<file path="config.mk">
export PLATFORM = sky130hd
export DESIGN_NAME = key_scan
export DESIGN_NICKNAME = d
export VERILOG_FILES = /design/src/rtl/key_scan.sv
export SDC_FILE = /design/constraint.sdc
export NUM_CORES = 1
export LEC_CHECK = 0
export ABC_AREA = 1
export CAP_MARGIN = 20
export CELL_PAD_IN_SITES_DETAIL_PLACEMENT = 1
export CELL_PAD_IN_SITES_GLOBAL_PLACEMENT = 2
export CORE_MARGIN = 4
export CORE_UTILIZATION = 36
export DETAILED_ROUTE_END_ITERATION = 10
export PLACE_DENSITY_LB_ADDON = 0.2
export REMOVE_ABC_BUFFERS = 1
export SLEW_MARGIN = 15
export SYNTH_ARGS = -nofsm -noshare
export SYNTH_HDL_FRONTEND = slang
export SYNTH_SLANG_ARGS = --single-unit
</file>
<file path="constraint.sdc">
create_clock -name clk -period 2.7 [get_ports clk]
set_input_delay 0.27 -clock clk [delete_from_list [all_inputs] [get_ports clk]]
set_output_delay 0.27 -clock clk [all_outputs]
set_load 0.05 [all_outputs]
</file>
<file path="src/rtl/key_scan.sv">
// 4x4 active-low key matrix scanner: column drive, row sampling, frame-level
// debounce of single presses, and a valid/ready key-code output.
module key_scan #(
  parameter int SCAN_DIV = 16,
  parameter int DEBOUNCE = 4
) (
  input  logic       clk,
  input  logic       rst,
  output logic [3:0] col_out,
  input  logic [3:0] row_in,
  output logic       key_valid,
  output logic [3:0] key_code,
  input  logic       key_ready,
  output logic       key_lost
);

  typedef enum logic [1:0] {S_IDLE, S_CONFIRM, S_HELD, S_RELEASE} state_t;

  localparam logic [15:0] DWELL_LAST = 16'(SCAN_DIV - 1);
  localparam logic [3:0]  DEB        = 4'(DEBOUNCE);

  function automatic logic [3:0] key_index(input logic [15:0] f);
    key_index = 4'h0;
    for (int i = 0; i < 16; i++) begin
      if (f[i]) key_index = 4'(i);
    end
  endfunction

  function automatic logic is_single(input logic [15:0] f);
    is_single = (f != 16'h0) && ((f & (f - 16'd1)) == 16'h0);
  endfunction

  logic [3:0]  row_p0, row_p1;
  logic [15:0] dwell;
  logic [1:0]  col;
  logic [15:0] snap;
  state_t      state, state_nxt;
  logic [3:0]  dbc, dbc_nxt, dbc_inc;
  logic [3:0]  cand, cand_nxt;
  logic        held_entry;
  logic        key_valid_nxt, key_lost_nxt;
  logic [3:0]  key_code_nxt;

  // ---- stage p0/p1: row synchronizer (rows idle high) ----
  always_ff @(posedge clk or posedge rst) begin
    if (rst) begin
      row_p0 <= 4'hF;
      row_p1 <= 4'hF;
    end else begin
      row_p0 <= row_in;
      row_p1 <= row_p0;
    end
  end

  logic        dwell_last, frame_end, frame_none, frame_single;
  logic [3:0]  hits, frame_key;
  logic [15:0] frame;

  assign dwell_last   = (dwell == DWELL_LAST);
  assign frame_end    = dwell_last && (col == 2'd3);
  assign hits         = ~row_p1;
  // The column-3 slice is still in flight at frame end, so splice it in live.
  assign frame        = {hits, snap[11:0]};
  assign frame_none   = (frame == 16'h0);
  assign frame_single = is_single(frame);
  assign frame_key    = key_index(frame);
  assign dbc_inc      = dbc + 4'd1;

  // ---- column scan and frame snapshot ----
  always_ff @(posedge clk or posedge rst) begin
    if (rst) begin
      dwell   <= 16'h0;
      col     <= 2'd0;
      col_out <= 4'b1110;
      snap    <= 16'h0;
    end else begin
      dwell <= dwell_last ? 16'h0 : dwell + 16'd1;
      if (dwell_last) begin
        col                     <= col + 2'd1;
        col_out                 <= ~(4'b0001 << (col + 2'd1));
        snap[{col, 2'b00} +: 4] <= hits;
      end
    end
  end

  // ---- debounce FSM: state register ----
  always_ff @(posedge clk or posedge rst) begin
    if (rst) begin
      state <= S_IDLE;
      dbc   <= 4'h0;
      cand  <= 4'h0;
    end else begin
      state <= state_nxt;
      dbc   <= dbc_nxt;
      cand  <= cand_nxt;
    end
  end

  // ---- debounce FSM: next state ----
  always_comb begin
    state_nxt  = state;
    dbc_nxt    = dbc;
    cand_nxt   = cand;
    held_entry = 1'b0;
    if (frame_end) begin
      case (state)
        S_IDLE: begin
          if (frame_single) begin
            cand_nxt = frame_key;
            dbc_nxt  = 4'd1;
            if (DEB == 4'd1) begin
              state_nxt  = S_HELD;
              held_entry = 1'b1;
            end else begin
              state_nxt = S_CONFIRM;
            end
          end
        end
        S_CONFIRM: begin
          if (frame_single && frame_key == cand) begin
            dbc_nxt = dbc_inc;
            if (dbc_inc == DEB) begin
              state_nxt  = S_HELD;
              held_entry = 1'b1;
            end
          end else if (frame_single) begin
            cand_nxt = frame_key;
            dbc_nxt  = 4'd1;
          end else begin
            state_nxt = S_IDLE;
          end
        end
        S_HELD: begin
          if (frame_none) begin
            dbc_nxt   = 4'd1;
            state_nxt = (DEB == 4'd1) ? S_IDLE : S_RELEASE;
          end
        end
        S_RELEASE: begin
          if (frame_none) begin
            dbc_nxt = dbc_inc;
            if (dbc_inc == DEB) state_nxt = S_IDLE;
          end else begin
            state_nxt = S_HELD;
          end
        end
        default: state_nxt = S_IDLE;
      endcase
    end
  end

  // ---- debounce FSM: outputs (handshake next values) ----
  always_comb begin
    key_valid_nxt = key_valid;
    key_code_nxt  = key_code;
    key_lost_nxt  = 1'b0;
    if (held_entry) begin
      // A same-cycle acceptance frees the slot, so the new press is not lost.
      if (!key_valid || key_ready) begin
        key_valid_nxt = 1'b1;
        key_code_nxt  = cand;
      end else begin
        key_lost_nxt = 1'b1;
      end
    end else if (key_valid && key_ready) begin
      key_valid_nxt = 1'b0;
    end
  end

  always_ff @(posedge clk or posedge rst) begin
    if (rst) begin
      key_valid <= 1'b0;
      key_code  <= 4'h0;
      key_lost  <= 1'b0;
    end else begin
      key_valid <= key_valid_nxt;
      key_code  <= key_code_nxt;
      key_lost  <= key_lost_nxt;
    end
  end

endmodule

</file>
==> flow_summary.toml <==
[global_routing]
grt_pass1_vias = 2915
gr-total-overflow = 0
grt_util_met3_pct = 2.87
gr-max-usage-layer = "met2"
grt_start_max_net_pins = 32
grt_use_total_pct = 17.0
grt_pass1_wl_microns = 13800
grt_use_met1_pct = 22.9
use_met2_pct = 27.3
antenna_found_initial = 0

[power]
peakVddDrop_v = 0.000277
power_density_nw_per_um2 = 505
p_leak_nw = 1.87

[logic_synthesis]
syn-cell-area_sq_um = 3210
synth-seq-cells = 58
ys_warn_count = 0
synth.distinct_cells = 36
seq_area_frac_synth_pct = 45.6
synth.avg_cell_area_sq_um = 7.81
synth_top_cells_by_area = "dfrtp_1 37%, nand2_1 10%, dfstp_2 9.0%"
synth_top_area_share_pct = 36.6
syn_inst = 411
yosys.area.top_type = "dfrtp_1"

[die]
die_w_microns = 102
die_h_microns = 102
num_io_pins = 17
dieArea_sq_um = 10500
coreArea_sq_um = 8680
num_rows = 34
start_util_pct = 37.0

[worst_setup_path]
rrSetupSlack_ns = 0.26
start_kind = "flop"
worst-path-buf-inv = 1
reg2reg_from = "row_p1[3]$_DFF_PP1_"
slowest_delay_ns = 0.59
crit_end = "cand[0]$_DFFE_PP0P_"
crit_family = "simple AND/OR/NAND/NOR gates"
r2r-end = "cand[0]$_DFFE_PP0P_"
critical_path_class = "flop to flop"
cp.depth = 15
slowest_stage = "dfstp_2"
worstPathCellList = "inv_2 > nor3_2 > o21ai_1 > xor2_1 > a21oi_1 > o21ai_1 > a21oi_1 > nand2_1 > nor2_4 > nand2_1 > nand2_1 > nand2_2 > nand2_2 > nand2_1 > nand2_1"
critPathRequiredTime_ns = 2.98
crit_fanout = 6
cp.arrival_ns = 2.72
end_kind = "flop"
crit_start = "row_p1[3]$_DFF_PP1_"
path_common_cell = "nand2_1"
ff2ff_path_depth = 15

[timing]
final_max_slew_viol_count = 0
period_share_pct = 90.3
slew_headroom_pct = 56.9
final_hold_viol_count = 0
worstMarginPinSlew_ns = 0.645
setup_violations = 0
tns_ns = 0
min_period_ns = 2.44
rsz0062_at_grt = "false"
holdWs_ns = 0.337
finalClockSkew_ns = 0.00831
clock.fmax_mhz = 410

[layout]
stdcell_count = 553
finalNetCount = 455
multi_input_area_sq_um = 1440
drive_gt1_share_pct = 13.5
num_antenna_cells = 0
seq_area_sq_um = 1470
fill_cells = 1097
syn2layout_area_growth_pct = 17.0

[route]
drcViolationCount = 0
route.vias.total = 2680
ant_nets = 0
wl_per_cell_microns = 13.9
drt_iter0_markers = 65
routed_wl_microns = 7710
dr.pass1.iters = 4
via_per_inst = 4.85

[placement]
place.gp.congestion = 0.766
post-place-cells = 537
port_buffers = 16
place.detailed.hpwl_microns = 5980

[clocking]
clock_tree.root_cell = "clkbuf_8"
cts_tree = "built"
ctsHtreeMaxLevel = 3
cts_buffer_depth = 2
numCtsBuffers = 9
holdBufCountCts = 0
insertion_delay_ns = 0.34
clk_pin_slew_ns = 0.07
cts_setup_buffers = 0
cts-resized-gates = 0
cts_sinks = 58

[outcome]
status = "finished, final reports clean"

[job]
maxCapViolations = 0

[worst_hold_path]
min_path_type = "input pin to async pin"
[logic make-up after synthesis]
family	count (synthesis)	synth area share, %
AND/OR/NAND/NOR	191	28.4
buffers and inverters	84	9.82
AO/OA/AOI/OAI	61	10.5
flip-flops	58	45.6
XOR/XNOR	9	2.46
adder cells (fa/ha/maj)	8	3.12
[stage by stage]
step	worst slack [ns]	util [%]	power, mW	instance area (sq um)
after floorplan	0.604	-	0.975	3200
after global placement	0.217	40.7	1.01	3530
after detailed placement	0.210	40.7	1.01	3530
after CTS	0.175	43.2	1.93	3750
after global routing	0.0141	43.3	1.98	3760
final	0.261	43.3	1.90	3760
[synth_stat cells]
master / instances
nand2_1: 89
inv_1: 74
dfrtp_1: 47
nor2_1: 36
nand3_1: 32
o21ai_0: 22
a21oi_1: 18
dfstp_2: 11
ha_1: 8
o21ai_1: 8
xor2_1: 8
nand4_1: 6
nor2_2: 5
inv_2: 4
nand2_2: 4
nor3_1: 4
o21a_1: 4
clkbuf_1: 3
clkinv_1: 3
nor2_4: 3
nor3_2: 3
nor4_1: 3
o22ai_1: 3
a21o_1: 1
a31o_2: 1
a31oi_1: 1
nand2_4: 1
nand3_2: 1
nand3_4: 1
nand4_2: 1
nor2_8: 1
nor3_4: 1
o211a_1: 1
o211ai_1: 1
o21ai_2: 1
xnor2_1: 1
[layer usage]
layer,share of wire [%],up-vias
li1,-,1355
met1,49,1287
met2,47,26
met3,2.1,12
met4,1.6,0
met5,0,-
[sequential cells by signal (all words and copies together), names as in the netlist]
register / count
cand: 4
col: 2
col_out: 4
dbc: 4
dwell: 16
key_code: 4
key_lost: 1
key_valid: 1
row_p0: 4
row_p1: 4
snap: 12
state: 2
[where the power goes]
part / total (mW) / switching (mW) / internal (mW)
registers: 0.904 / 0.0151 / 0.889
clock network: 0.904 / 0.362 / 0.542
logic: 0.0896 / 0.0618 / 0.0278
total: 1.90 / 0.439 / 1.46
[final cells by class]
type	count	share of cell area, %
Sequential cell	58	39.0
Multi-Input combinational cell	269	38.2
Inverter	81	8.09
Timing Repair Buffer	21	5.26
Clock buffer	11	3.76
Tap cell	108	3.60
Clock inverter	5	2.06
[cells in the final DEF (no fill, tap or decap), types with 3 or more instances in the layout]
cell / n
nor3_1: 4
nor3_2: 3
nor2_1: 36
nand3_1: 32
nor2_2: 5
buf_4: 5
o21a_1: 4
nor2_4: 3
nand2_1: 89
o21ai_0: 22
nand2_2: 4
nand4_1: 6
clkdlybuf4s50_1: 16
dfrtp_1: 47
o22ai_1: 3
clkinv_1: 3
xor2_1: 8
o21ai_1: 8
inv_1: 73
a21oi_1: 18
inv_2: 5
ha_1: 8
dfstp_2: 11
clkbuf_8: 10
[how the worst min path moves through the flow]
stage,start,to,slack [ns],cells past startpoint
global placement,row_p0[0]$_DFF_PP1_,row_p1[0]$_DFF_PP1_,0.35,0
global route,row_in[3],row_p0[3]$_DFF_PP1_,0.31,1
CTS,row_in[3],row_p0[3]$_DFF_PP1_,0.31,1
detailed placement,row_p0[3]$_DFF_PP1_,row_p1[3]$_DFF_PP1_,0.35,0
floorplan,row_in[0],row_p0[0]$_DFF_PP1_,0.27,0
finish,rst,dwell[2]$_DFF_PP0_,0.34,2
Note: power is estimated with default switching activity, not from simulation.
==> patch: new RTL, same flow settings <==
Take the reset off `key_code` and load it in a clocked block of its own.
--- a/src/rtl/key_scan.sv
+++ b/src/rtl/key_scan.sv
@@ -172,3 +172,2 @@
       key_valid <= 1'b0;
-      key_code  <= 4'h0;
       key_lost  <= 1'b0;
@@ -176,3 +175,2 @@
       key_valid <= key_valid_nxt;
-      key_code  <= key_code_nxt;
       key_lost  <= key_lost_nxt;
@@ -181,2 +179,6 @@
 
+  always_ff @(posedge clk) begin
+    key_code <= key_code_nxt;
+  end
+
 endmodule
Behaviour: no difference found for any inputs over 10 cycles, from zero or initial values and one cycle with rst high; that may be too few to reach the edited logic, so the function may still have changed.
==> patch against the unedited design <==
- total power is 0.36% lower
- critical path depth shrank 4
- clock skew grew 0.0050 ns
- worst setup slack worse by 0.067 ns
- final area increased by 0.70%
- count of clock-buffer cells in the layout did not move
- sequential cell count did not move
- synthesized area fell by 0.43%
- routed wire length stayed put
- critical path type unchanged
- largest cell class unchanged
- largest power group unchanged
==> patch: results (changes against the unedited design) <==
- Status: completed (unchanged)
* DR WL/cell: 14.1 µm (was 13.9 µm)
- Maximum net fanout on the critical path: 5 (was 6)
- Internal portion of total power: 1430 µW (was 1460 µW)
- DP HPWL: 5910 µm (was 5980 µm)
* Share of synthesized cell area in full adder, half adder and majority cells: 3.13% (was 3.12%)
* Pin count of the biggest net entering global routing: 36 (was 32)
- List of most frequent post-synthesis cells: 91 x sky130_fd_sc_hd__nand2_1, 68 x sky130_fd_sc_hd__inv_1, 43 x sky130_fd_sc_hd__dfrtp_1 (was 89 x sky130_fd_sc_hd__nand2_1, 74 x sky130_fd_sc_hd__inv_1, 47 x sky130_fd_sc_hd__dfrtp_1)
- Cell variety after synth: 43 (was 36)
* Cell types with the largest area share after synthesis: sky130_fd_sc_hd__dfrtp_1 34%, sky130_fd_sc_hd__nand2_1 11%, sky130_fd_sc_hd__dfstp_2 9.0%, sky130_fd_sc_hd__inv_1 8.0%, sky130_fd_sc_hd__nand3_1 5.5% (was sky130_fd_sc_hd__dfrtp_1 37%, sky130_fd_sc_hd__nand2_1 10%, sky130_fd_sc_hd__dfstp_2 9.0%, sky130_fd_sc_hd__inv_1 8.7%, sky130_fd_sc_hd__nand3_1 5.0%)
* Met1 Wirelength: 3710 µm (was 3790 µm)
* Fraction of the mapped netlist area in compound gates: 9.86% (was 10.5%)
- EDFF count, synth: 4 (was 0)
- Met1 capacity usage during global routing: 21.3% (was 22.9%)
- Initial DRC count: 70 (was 65)
* Final Wtd Congestion: 0.863 (was 0.766)
* Crit path DAT: 2.56 ns (was 2.72 ns)
* Critical path's largest stage delay: 0.41 ns (was 0.59 ns)
- The met2 track demand over resource is 26.6% (was 27.3%).
* Fraction of registers with async set or reset after synthesis: 93.1% (was 100%)
- Number of fill cells: 1098 (was 1097)
- The vias per cell came to 4.84 (was 4.85).
- Comb. pwr: 84.9 µW (was 89.6 µW)
- Max-slew headroom: 62.4% (was 56.9%)
* Largest vdd supply drop: 0.266 mV (was 0.277 mV)
- The post-synthesis share of cell area spent on xor and xnor gates came to 2.19% (was 2.46%).
-- patch: cell count changes after synthesis, moves of 3 or more --
cell and change:
sky130_fd_sc_hd__a21oi_1 -8, sky130_fd_sc_hd__inv_1 -6, sky130_fd_sc_hd__dfrtp_1 -4, sky130_fd_sc_hd__edfxtp_1 +4
sky130_fd_sc_hd__inv_2 +3, sky130_fd_sc_hd__nand3_1 +3, sky130_fd_sc_hd__o21ai_0 -3, sky130_fd_sc_hd__o21ai_1 -3
-- patch: path summary, 6_finish.rpt --
check,from,to,slack [ns],cells past startpoint
worst max register to register,snap[4],key_code[1],0.19,11
worst max-delay path,snap[4],key_code[1],0.19,11
worst min register to register,row_p0[3],row_p1[3],0.36,0
max in group asynchronous,rst,row_p0[3],1.82,3
min in group clk,row_in[0],row_p0[0],0.32,1
worst min-delay path,rst,snap[9],0.26,2
-- patch: layout make-up --
class	count	area, µm²	area share [%]
tap	108	135	3.57
sequential	58	1490	39.3
inverter	76	285	7.54
timing repair buffer	22	218	5.75
clock inverter	5	60.1	1.59
multi-input combinational	266	1440	38.0
clock buffer	11	163	4.30
-- patch: stage by stage --
stage               utilization [%]  cells  hold WS, ns  instance area (µm²)  setup TNS [ns]
floorplan                         -    400        0.274                 3190               0
global placement               40.6    528        0.347                 3520               0
detailed placement             40.6    528        0.351                 3520               0
CTS                            43.2    544        0.267                 3750               0
global route                   43.6    546        0.291                 3780          -0.139
finish                         43.6    546        0.257                 3780               0
-- patch: timing repair --
| item | in CTS | in global routing |
|---|---|---|
| resized for setup | 0 | 5 |
| setup endpoints to repair | 0 | 4 |
| buffers inserted | 0 | 2 |
